`src/rtl/psc_trigger_pkg.sv`:
```
`timescale 1ns/1ps
`default_nettype none
// ============================================================================
//  Module      : psc_trigger_pkg
//  Description : Shared state encodings, K-codes and payload constants for the
//                PSC frame scheduler.
//  Revision    : 1.0 - initial release
// ============================================================================
package psc_trigger_pkg;

  typedef logic [2:0] state_t;

  localparam state_t ST_IDLE     = 3'd0;
  localparam state_t ST_TRIG_SOF = 3'd1;
  localparam state_t ST_TRIG_PAY = 3'd2;
  localparam state_t ST_STAT_SOF = 3'd3;
  localparam state_t ST_STAT_PAY = 3'd4;
  localparam state_t ST_CRC      = 3'd5;

  localparam logic [7:0] K_IDLE     = 8'hBC;
  localparam logic [7:0] K_SOF_TRIG = 8'h3C;
  localparam logic [7:0] K_SOF_STAT = 8'h7C;

  localparam logic [7:0] PAY_TRIG = 8'hA5;
  localparam logic [7:0] PAY_HB   = 8'hFF;
  localparam logic [7:0] PAY_CRC  = 8'h00;

  // Wide enough for the largest supported payload length (15).
  typedef logic [3:0] frame_len_t;

endpackage
`default_nettype wire

```
`src/rtl/psc_heartbeat_timer.sv`:
```
`timescale 1ns/1ps
`default_nettype none
// ============================================================================
//  Module      : psc_heartbeat_timer
//  Description : Reloadable down-counter; expired is high once HB_PERIOD-1
//                counted ticks have elapsed since the last reload.
//  Revision    : 1.0 - initial release
// ============================================================================
module psc_heartbeat_timer #(
  parameter int HB_PERIOD = 1000
) (
  input  logic clk,
  input  logic reset,
  input  logic tick_en,
  input  logic reload,
  output logic expired
);

  localparam int CW = (HB_PERIOD > 1) ? $clog2(HB_PERIOD) : 1;
  localparam logic [CW-1:0] RELOAD_VAL = CW'(HB_PERIOD - 1);

  logic [CW-1:0] cnt_q;
  logic [CW-1:0] cnt_d;

  always_comb begin
    cnt_d = cnt_q;
    if (reload) begin
      cnt_d = RELOAD_VAL;
    end else if (tick_en && (cnt_q != '0)) begin
      cnt_d = cnt_q - 1'b1;
    end
  end

  always_ff @(posedge clk or negedge reset) begin
    if (!reset) begin
      cnt_q <= RELOAD_VAL;
    end else begin
      cnt_q <= cnt_d;
    end
  end

  assign expired = (cnt_q == '0);

endmodule
`default_nettype wire

```
`src/rtl/psc_frame_scheduler.sv`:
```
`timescale 1ns/1ps
`default_nettype none
// ============================================================================
//  Module      : psc_frame_scheduler
//  Description : Byte-slot scheduler for trigger, status and heartbeat frames
//                feeding the PSC frame encoder. Optional macro TRIG_SEQ_EN
//                replaces the constant trigger payload with a sequence number.
//  Revision    : 1.0 - initial release
// ============================================================================
module psc_frame_scheduler
  import psc_trigger_pkg::*;
#(
  parameter int         STATUS_LEN = 4,
  parameter int         HB_PERIOD  = 1000,
  parameter logic [7:0] IDLE_BYTE  = K_IDLE,
  parameter logic [7:0] SOF_TRIG   = K_SOF_TRIG,
  parameter logic [7:0] SOF_STAT   = K_SOF_STAT
) (
  input  logic       clk,
  input  logic       reset,
  input  logic       byte_tick,
  input  logic       enable,
  input  logic       trigger_pulse,
  input  logic       status_valid,
  input  logic [7:0] status_data,
  output logic       status_ready,
  output logic [7:0] tx_byte,
  output logic       is_control_byte,
  output logic       is_crc_byte,
  output logic       crc_reset,
  output logic       busy,
  output logic [7:0] trig_drop_cnt,
  output logic       stat_underrun
);

  localparam frame_len_t LAST_PAY = frame_len_t'(STATUS_LEN);

  state_t     state_q,     state_d;
  logic       hb_frame_q,  hb_frame_d;
  frame_len_t pay_cnt_q,   pay_cnt_d;
  logic       trig_pend_q, trig_pend_d;
  logic [7:0] drop_cnt_q,  drop_cnt_d;
  logic       underrun_q,  underrun_d;
  logic [7:0] tx_byte_q,   tx_byte_d;
  logic       ctrl_q,      ctrl_d;
  logic       crc_byte_q,  crc_byte_d;
  logic       crc_reset_q, crc_reset_d;
`ifdef TRIG_SEQ_EN
  logic [7:0] seq_q,       seq_d;
`endif

  logic trig_take;
  logic hb_expired;
  logic hb_tick;
  logic hb_reload;

  assign hb_tick   = byte_tick && (state_q == ST_IDLE);
  assign hb_reload = hb_tick && (state_d != ST_IDLE);

  psc_heartbeat_timer #(
    .HB_PERIOD (HB_PERIOD)
  ) u_hb_timer (
    .clk     (clk),
    .reset   (reset),
    .tick_en (hb_tick),
    .reload  (hb_reload),
    .expired (hb_expired)
  );

  always_comb begin
    state_d      = state_q;
    hb_frame_d   = hb_frame_q;
    pay_cnt_d    = pay_cnt_q;
    trig_pend_d  = trig_pend_q;
    drop_cnt_d   = drop_cnt_q;
    underrun_d   = underrun_q;
    tx_byte_d    = tx_byte_q;
    ctrl_d       = ctrl_q;
    crc_byte_d   = crc_byte_q;
    crc_reset_d  = crc_reset_q;
    status_ready = 1'b0;
    trig_take    = 1'b0;
`ifdef TRIG_SEQ_EN
    seq_d        = seq_q;
`endif

    if (byte_tick) begin
      case (state_q)
        ST_IDLE: begin
          if (enable && trig_pend_q) begin
            state_d   = ST_TRIG_SOF;
            trig_take = 1'b1;
          end else if (enable && status_valid) begin
            state_d    = ST_STAT_SOF;
            hb_frame_d = 1'b0;
          end else if (enable && hb_expired) begin
            state_d    = ST_STAT_SOF;
            hb_frame_d = 1'b1;
          end
        end
        ST_TRIG_SOF: state_d = ST_TRIG_PAY;
        ST_TRIG_PAY: state_d = ST_CRC;
        ST_STAT_SOF: begin
          state_d   = ST_STAT_PAY;
          pay_cnt_d = frame_len_t'(1);
        end
        ST_STAT_PAY: begin
          if (pay_cnt_q == LAST_PAY) begin
            state_d = ST_CRC;
          end else begin
            pay_cnt_d = pay_cnt_q + frame_len_t'(1);
          end
        end
        default: state_d = ST_IDLE;
      endcase

      // Output registers describe the slot being entered on this tick.
      ctrl_d      = 1'b0;
      crc_byte_d  = 1'b0;
      crc_reset_d = 1'b0;
      case (state_d)
        ST_TRIG_SOF: begin
          tx_byte_d   = SOF_TRIG;
          ctrl_d      = 1'b1;
          crc_reset_d = 1'b1;
        end
        ST_TRIG_PAY: begin
`ifdef TRIG_SEQ_EN
          tx_byte_d = seq_q;
          seq_d     = seq_q + 8'd1;
`else
          tx_byte_d = PAY_TRIG;
`endif
        end
        ST_STAT_SOF: begin
          tx_byte_d   = SOF_STAT;
          ctrl_d      = 1'b1;
          crc_reset_d = 1'b1;
        end
        ST_STAT_PAY: begin
          if (hb_frame_d) begin
            tx_byte_d = PAY_HB;
          end else begin
            status_ready = 1'b1;
            if (status_valid) begin
              tx_byte_d = status_data;
            end else begin
              tx_byte_d  = 8'h00;
              underrun_d = 1'b1;
            end
          end
        end
        ST_CRC: begin
          tx_byte_d  = PAY_CRC;
          crc_byte_d = 1'b1;
        end
        default: begin
          tx_byte_d = IDLE_BYTE;
          ctrl_d    = 1'b1;
        end
      endcase
    end

    // A pulse on the same clock that consumes the pending request re-arms it without a drop.
    if (!enable) begin
      trig_pend_d = 1'b0;
    end else if (trigger_pulse) begin
      trig_pend_d = 1'b1;
      if (trig_pend_q && !trig_take && (drop_cnt_q != 8'hFF)) begin
        drop_cnt_d = drop_cnt_q + 8'd1;
      end
    end else if (trig_take) begin
      trig_pend_d = 1'b0;
    end
  end

  always_ff @(posedge clk or negedge reset) begin
    if (!reset) begin
      state_q     <= ST_IDLE;
      hb_frame_q  <= 1'b0;
      pay_cnt_q   <= '0;
      trig_pend_q <= 1'b0;
      drop_cnt_q  <= 8'h00;
      underrun_q  <= 1'b0;
      tx_byte_q   <= IDLE_BYTE;
      ctrl_q      <= 1'b1;
      crc_byte_q  <= 1'b0;
      crc_reset_q <= 1'b0;
`ifdef TRIG_SEQ_EN
      seq_q       <= 8'h00;
`endif
    end else begin
      state_q     <= state_d;
      hb_frame_q  <= hb_frame_d;
      pay_cnt_q   <= pay_cnt_d;
      trig_pend_q <= trig_pend_d;
      drop_cnt_q  <= drop_cnt_d;
      underrun_q  <= underrun_d;
      tx_byte_q   <= tx_byte_d;
      ctrl_q      <= ctrl_d;
      crc_byte_q  <= crc_byte_d;
      crc_reset_q <= crc_reset_d;
`ifdef TRIG_SEQ_EN
      seq_q       <= seq_d;
`endif
    end
  end

  assign tx_byte         = tx_byte_q;
  assign is_control_byte = ctrl_q;
  assign is_crc_byte     = crc_byte_q;
  assign crc_reset       = crc_reset_q;
  assign busy            = (state_q != ST_IDLE);
  assign trig_drop_cnt   = drop_cnt_q;
  assign stat_underrun   = underrun_q;

endmodule
`default_nettype wire

```
`config.mk`:
```
export PLATFORM = sky130hd
export DESIGN_NAME = psc_frame_scheduler
export DESIGN_NICKNAME = d
export VERILOG_FILES = /design/src/rtl/psc_trigger_pkg.sv /design/src/rtl/psc_heartbeat_timer.sv /design/src/rtl/psc_frame_scheduler.sv
export SDC_FILE = /design/constraint.sdc
export NUM_CORES = 1
export LEC_CHECK = 0
export BUFFER_PORTS_ARGS = -buffer_cell sky130_fd_sc_hd__buf_2
export CORE_ASPECT_RATIO = 1.1
export CORE_UTILIZATION = 45
export DETAILED_ROUTE_END_ITERATION = 16
export PLACE_DENSITY_LB_ADDON = 0.15
export SYNTH_ARGS = -nofsm -noshare
export SYNTH_HDL_FRONTEND = slang
export SYNTH_SLANG_ARGS = --single-unit
export TNS_END_PERCENT = 50
```
`constraint.sdc`:
```
create_clock -name clk -period 2.1 [get_ports clk]
set_input_delay 0 -clock clk [delete_from_list [all_inputs] [get_ports clk]]
set_output_delay 0 -clock clk [all_outputs]
set_load 0.03 [all_outputs]
```
# Yosys cells after proc, flatten, opt, wreduce, memory -nomap -nowiden
# Index checks and enable logic that the tools add are counted.
dict set report totals {
  ff_bits 39
}
dict set report op_classes {
  add_sub_neg 3
  n_eq_ne 13
  mux 31
  bitwise_logic 2
  n_reduce_logical 21
}
# operator n
set op_table {}
lappend op_table {{8-bit case mux with 5 select lines} 1}
lappend op_table {{10-bit two-way mux} 2}
lappend op_table {{3-bit two-way mux} 6}
lappend op_table {{1-bit two-way mux} 17}
lappend op_table {{8-bit two-way mux} 2}
lappend op_table {{3-bit case mux with 5 select lines} 1}
lappend op_table {{3-bit by 2-bit == test with 1-bit output (second input constant)} 4}
lappend op_table {{10-bit logical NOT} 1}
lappend op_table {{10-bit nonzero test} 1}
lappend op_table {{10-bit by 1-bit subtractor with 10-bit output (second input constant)} 1}
lappend op_table {{3-bit == test (second input constant)} 3}
lappend op_table {{8-bit by 1-bit adder with 8-bit output (second input constant)} 1}
lappend op_table {{1-bit logical AND} 8}
lappend op_table {{8-bit inequality test (second input constant)} 1}
lappend op_table {{4-bit case mux with 2 select lines} 1}
lappend op_table {{3-bit by 1-bit == test with 1-bit output (second input constant)} 2}
lappend op_table {{3-bit AND reduction} 2}
lappend op_table {{3-bit nonzero test} 2}
lappend op_table {{4-bit by 1-bit adder with 4-bit output (second input constant)} 1}
lappend op_table {{4-bit by 3-bit == test with 1-bit output (second input constant)} 1}
lappend op_table {{4-bit two-way mux} 1}
lappend op_table {{4-bit AND reduction} 1}
lappend op_table {{2-bit nonzero test} 2}
lappend op_table {{3-bit logical NOT} 1}
lappend op_table {{6 further kinds} 7}

# Logic depth before layout (Yosys ltp)
dict set report depth {
  depth_word 11
  depth_mapped 8
  mapped_depth_nobuf 7
}

# Cells and area by module
# From an unflattened synthesis, not the netlist that was laid out.
dict set report hier_totals {
  cells_unflattened 211
  hier_area_um2 2215.9
}
# mod n_inst cells_each area_each_um2 seq_area_each_um2
set modules_own_cells {}
lappend modules_own_cells {psc_frame_scheduler 1 153 1615.3 733.2}
lappend modules_own_cells {psc_heartbeat_timer 1 58 600.6 260.2}

# Worst setup path after synthesis
# No wires, ideal clock.
dict set report synth_path {
  path_kind {register to register}
  startpoint {register u_hb_timer.cnt_q[0]}
  endpoint {register u_hb_timer.cnt_q[0]}
  setup_ns 0.090
  t_arrival_ns 1.832
  setup_slack_ns 0.177
  stages_incl_launch_ff 8
  n_path_buf 0
  synth_period_minus_slack_ns 1.923
  path_cell_list {dfstp_2 inv_1 ha_1 nor3b_2 a311oi_2 nor2_1 nor4b_1 a21oi_1}
}
dict set report synth_via {
  elab_chain_len 11
  word_cells_on_any_way 16
  classes_between {add/sub (1); mux (8); reduce/logical (7)}
}
# element line_no
set synth_rtl {}
lappend synth_rtl {{start, declared} psc_heartbeat_timer.sv:22} ;# logic [CW-1:0] cnt_q;
lappend synth_rtl {{start signal, assigned} psc_heartbeat_timer.sv:38} ;# cnt_q <= cnt_d;
lappend synth_rtl {{10-bit logical NOT} psc_heartbeat_timer.sv:42} ;# assign expired = (cnt_q == '0);
lappend synth_rtl {{1-bit logical AND} psc_frame_scheduler.sv:96} ;# end else if (enable && hb_expired) begin
lappend synth_rtl {{3-bit two-way mux} psc_frame_scheduler.sv:96}
lappend synth_rtl {{3-bit two-way mux} psc_frame_scheduler.sv:93} ;# end else if (enable && status_valid) begin
lappend synth_rtl {{3-bit two-way mux} psc_frame_scheduler.sv:90} ;# if (enable && trig_pend_q) begin
lappend synth_rtl {{3-bit case mux with 5 select lines} psc_frame_scheduler.sv:88} ;# case (state_q)
lappend synth_rtl {{3-bit two-way mux (2 in series)} psc_frame_scheduler.sv:87} ;# if (byte_tick) begin
lappend synth_rtl {{3-bit nonzero test} psc_frame_scheduler.sv:58} ;# assign hb_reload = hb_tick && (state_d != ST_IDLE);
lappend synth_rtl {{1-bit logical AND} psc_frame_scheduler.sv:58}
lappend synth_rtl {{10-bit two-way mux or 2-bit nonzero test (tied branches)} --}
# Several ways; a longest one is shown, not always the timed one. The select of a mux whose other input is x is not followed.
# A chain may end at the register's enable or synchronous reset.

# Final worst setup path
dict set report layout_path {
  startpoint {register u_hb_timer.cnt_q[0]}
  endpoint {output status_ready}
}
dict set report layout_via {
  elab_chain_len 10
  word_cells_on_any_way 16
  classes_between {eq/ne (1); mux (13); reduce/logical (2)}
}
# element line_no
set layout_rtl {}
lappend layout_rtl {{10-bit logical NOT *} psc_heartbeat_timer.sv:42}
lappend layout_rtl {{1-bit logical AND *} psc_frame_scheduler.sv:96}
lappend layout_rtl {{3-bit two-way mux or 1-bit two-way mux (tied branches)} psc_frame_scheduler.sv:96}
lappend layout_rtl {{3-bit two-way mux or 1-bit two-way mux (tied branches)} psc_frame_scheduler.sv:93}
lappend layout_rtl {{3-bit two-way mux or 1-bit two-way mux (tied branches)} psc_frame_scheduler.sv:90}
lappend layout_rtl {{3-bit case mux with 5 select lines or 1-bit two-way mux (tied branches)} psc_frame_scheduler.sv:88}
lappend layout_rtl {{3-bit two-way mux or 1-bit two-way mux (tied branches)} psc_frame_scheduler.sv:87}
lappend layout_rtl {{3-bit == test or 1-bit two-way mux (tied branches)} {psc_frame_scheduler.sv:121, psc_frame_scheduler.sv:141}}
lappend layout_rtl {{1-bit two-way mux *} psc_frame_scheduler.sv:121} ;# case (state_d)
lappend layout_rtl {{1-bit two-way mux *} psc_frame_scheduler.sv:87}
lappend layout_rtl {{end, declared} psc_frame_scheduler.sv:26} ;# output logic status_ready,
# Every way passes the cells marked *; elsewhere a longest branch is shown, timed or not. The select of a mux whose other input is x is not followed.

==> summary.md <==
| Metric | Value |
|---|---|
| Number of synthesized register bits | `39` |
| Final worst slack | `0.0343 ns` |
| WP data arrival | `2.07 ns` |
| Post-synthesis cell type count | `54` |
| Sequential share of the synthesized area | `44.2%` |
| Non-Filler Instances | `328` |
| Pwr Density | `1170 mW/mm²` |
| Critical path peak fanout | `5` |
| Core ar. | `0.00472 mm²` |
| Hold WC Path Type | `input port to register` |
| Top-area cell type share of the netlist area | `27.8%` |
| # placed instances | `316` |
| Setup Viol. Count Final | `0` |
| Worst-path cell chain | `inv_1 > ha_1 > nor3b_4 > nand4_1 > a32oi_2 > buf_4 > nor2_1 > buf_2` |
| Total number of vias | `1798` |
| Final core occ | `56.5%` |
| # H-tree levels | `2` |
| Outcome | `completed` |
| Syn_nets | `246` |
| Design Power | `3.13 mW` |
| CTS tree | `done` |
| Die span in x | `69.4 µm` |
| Worst IR Drop VDD | `649 µV` |
| Initial Util | `47.7%` |
| CP Capture Type | `output port` |
| Ant diodes | `0` |
| Min Clock Period, post-route | `2.07 ns` |
| Syn avg cell area | `9.91 µm²` |
| Post-Layout Inst Area | `0.00266 mm²` |
| Crit Path Category | `register to output port` |
| Antenna-violating nets left | `0` |
| Port-buffer cells | `35` |
| Slew headroom | `42.9%` |
| Final Cycle Share | `98.4%` |
| FF-to-FF Start | `u_hb_timer.cnt_q[0]` |
| First-pass GRT wire length | `8490 µm` |
| Largest cells by area after synthesis | `dfrtp_1 (28%), dfstp_2 (16%), nand2_1 (4.3%)` |
| RSZ-0062 raised after global routing | `yes` |
| Dpl ws | `0.0358 ns` |
| Peak Freq | `484 MHz` |
| Top FF cell, synth | `dfrtp_1` |
| Reg clk slew, reported paths | `0.08 ns` |
| Vias in the first global route | `1815` |
| Mapped cell area | `0.00225 mm²` |
| Layout cell share with drive strength beyond 1 | `34.9%` |
| Worst Setup SP | `u_hb_timer.cnt_q[0]` |
| Most frequent cells in the layout | `buf_2 (35), nand2_1 (25), dfrtp_1 (25), a21oi_1 (17), nor2_1 (15)` |
| Slew at the pin closest to its max-slew limit | `0.856 ns` |
| DRT iter0 DRCs | `108` |
| Total Routed Length | `4800 µm` |
| Routability Congestion | `0.757` |
| Hpwl dp | `3480 µm` |
| GRT Residual Overflow | `0` |
| Number of remaining DRC errors | `0` |
| Post-synth EDFFs | `0` |
| Most common cell after layout, fill and taps aside | `buf_2` |
| Routed length per instance | `14.6 µm` |
| Worst path slowest cell | `dfstp_2` |
| Area growth, synth to finish | `18.4%` |
| Die area | `0.00529 mm²` |
| Placement Rows | `26` |
| DR vias/cell | `5.48` |
| Worst Skew | `0.00681 ns` |
| Die height | `76.2 µm` |
| CTS sink count | `39` |
| Post-Synthesis Cells | `227` |
| Nets | `290` |
| Worst setup SP type | `register` |
| Initial antenna violation count | `0` |
| Clock Tree Buf Depth | `2` |
| MaxCap Viol Count | `0` |
| Worst Hold Slack | `0.0161 ns` |
| Clock latency on the worst-skew pair | `0.29 ns` |
| Crit-path leading delay family | `simple AND/OR/NAND/NOR gates` |
| Total track usage | `19.4%` |
| DR pass1 iterations | `4` |
| Final slew viol count | `0` |
| Required @ worst endpoint | `2.10 ns` |
| Pin count of the biggest net entering global routing | `40` |
| Max incr delay on CP | `0.39 ns` |
| TritonCTS buffer count | `5` |
| Final-report hold violation count | `0` |
| YS warnings | `0` |
| Leak Pwr | `1.16 nW` |
| CP Buf/Inv Count | `3` |
| I/O pins | `36` |
| Setup tns final | `0 ns` |
| Post-synth ARST share | `100%` |
| Top cell type by total area after synthesis | `dfrtp_1` |
| Root Driver | `clkbuf_8` |
| Hold path start | `status_data[5]` |
| Placed cell area | `0.00250 mm²` |
## synthesized netlist by cell type (all sizes together), types with 2 or more instances
| library cell | number |
|---|---|
| nand2 | 26 |
| dfrtp | 25 |
| a21oi | 17 |
| nor2 | 16 |
| o21ai | 15 |
| dfstp | 14 |
| inv | 11 |
| nor3 | 9 |
| xnor2 | 9 |
| buf | 6 |
| nand4 | 6 |
| clkbuf | 5 |
| ha | 5 |
| nand3 | 5 |
| xor2 | 5 |
| nor3b | 4 |
| nor4 | 4 |
| nor4b | 4 |
| a211oi | 3 |
| mux2i | 3 |
| o211ai | 3 |
| or2 | 3 |
| a31oi | 2 |
| a32oi | 2 |
| mux2 | 2 |
| nor2b | 2 |
| o21a | 2 |
| o221a | 2 |
| or3 | 2 |
## power breakdown
group	internal, mW	switching (mW)	leakage [nW]	total (mW)
sequential	1.07	0.277	0.468	1.35
clock	0.299	0.264	0.0505	0.563
combinational	0.467	0.746	0.637	1.21
total	1.84	1.29	1.16	3.13
## what timing repair did
item,4_1_cts,5_1_grt
hold buffers,4,0
setup endpoints to repair,1,10
resized for setup,1,5
buffers inserted,0,0
pin swaps,0,4
endpoints found under the hold margin,28,0
## per-layer routing
metal | track usage, % | part of all wire (%) | vias to the layer above
met3 | 4.10 | 3.9 | 2
met1 | 26.5 | 48 | 855
li1 | - | - | 903
met2 | 32.0 | 48 | 38
met4 | 3.67 | 0.54 | 0
met5 | 0 | 0 | -
## sequential cells by signal, indices dropped and copies added (netlist names)
name / cells
stat_underrun: 1
tx_byte: 8
trig_drop_cnt: 8
pay_cnt_q: 4
hb_frame_q: 1
is_crc_byte: 1
crc_reset: 1
is_control_byte: 1
state_q: 3
trig_pend_q: 1
u_hb_timer.cnt_q: 10
## cell families (layout without fill, tap and decap cells)
kind of cell	Yosys count	count (layout)	share of synthesized area [%]
AO/OA/AOI/OAI	55	55	16.8
adder cells (fa/ha/maj)	5	5	2.78
buffers and inverters	22	67	4.67
multiplexers	5	5	2.34
AND/OR/NAND/NOR	87	87	23.8
XOR/XNOR	14	14	5.45
flip-flops	39	39	44.2
## worst min-delay path, cell delays in order
cell and delay, ns:
buf_2 0.08, a21oi_1 0.05, o21ai_0 0.13
## area by class of cell
cell class	instances	area, µm²
fillers	415	2050
multi-input cells	166	1170
flip-flops and latches	39	993
repair buffers	48	283
clock buffers	7	96.3
well taps	56	70.1
inverters	11	41.3
clock inverters	1	7.51
## final timing paths
| path | end | slack [ns] | depth (start not counted) |
|---|---|---|---|
| worst max-delay path | status_ready | 0.03 | 8 |
| worst min-delay path | tx_byte[5] | 0.02 | 3 |
| worst min register to register | stat_underrun | 0.48 | 1 |
| worst max register to register | tx_byte[6] | 0.09 | 8 |
| max in group asynchronous | stat_underrun | 1.20 | 2 |
| min in group asynchronous | crc_reset | 0.36 | 2 |
No activity file was read; power rests on OpenSTA's default activity.
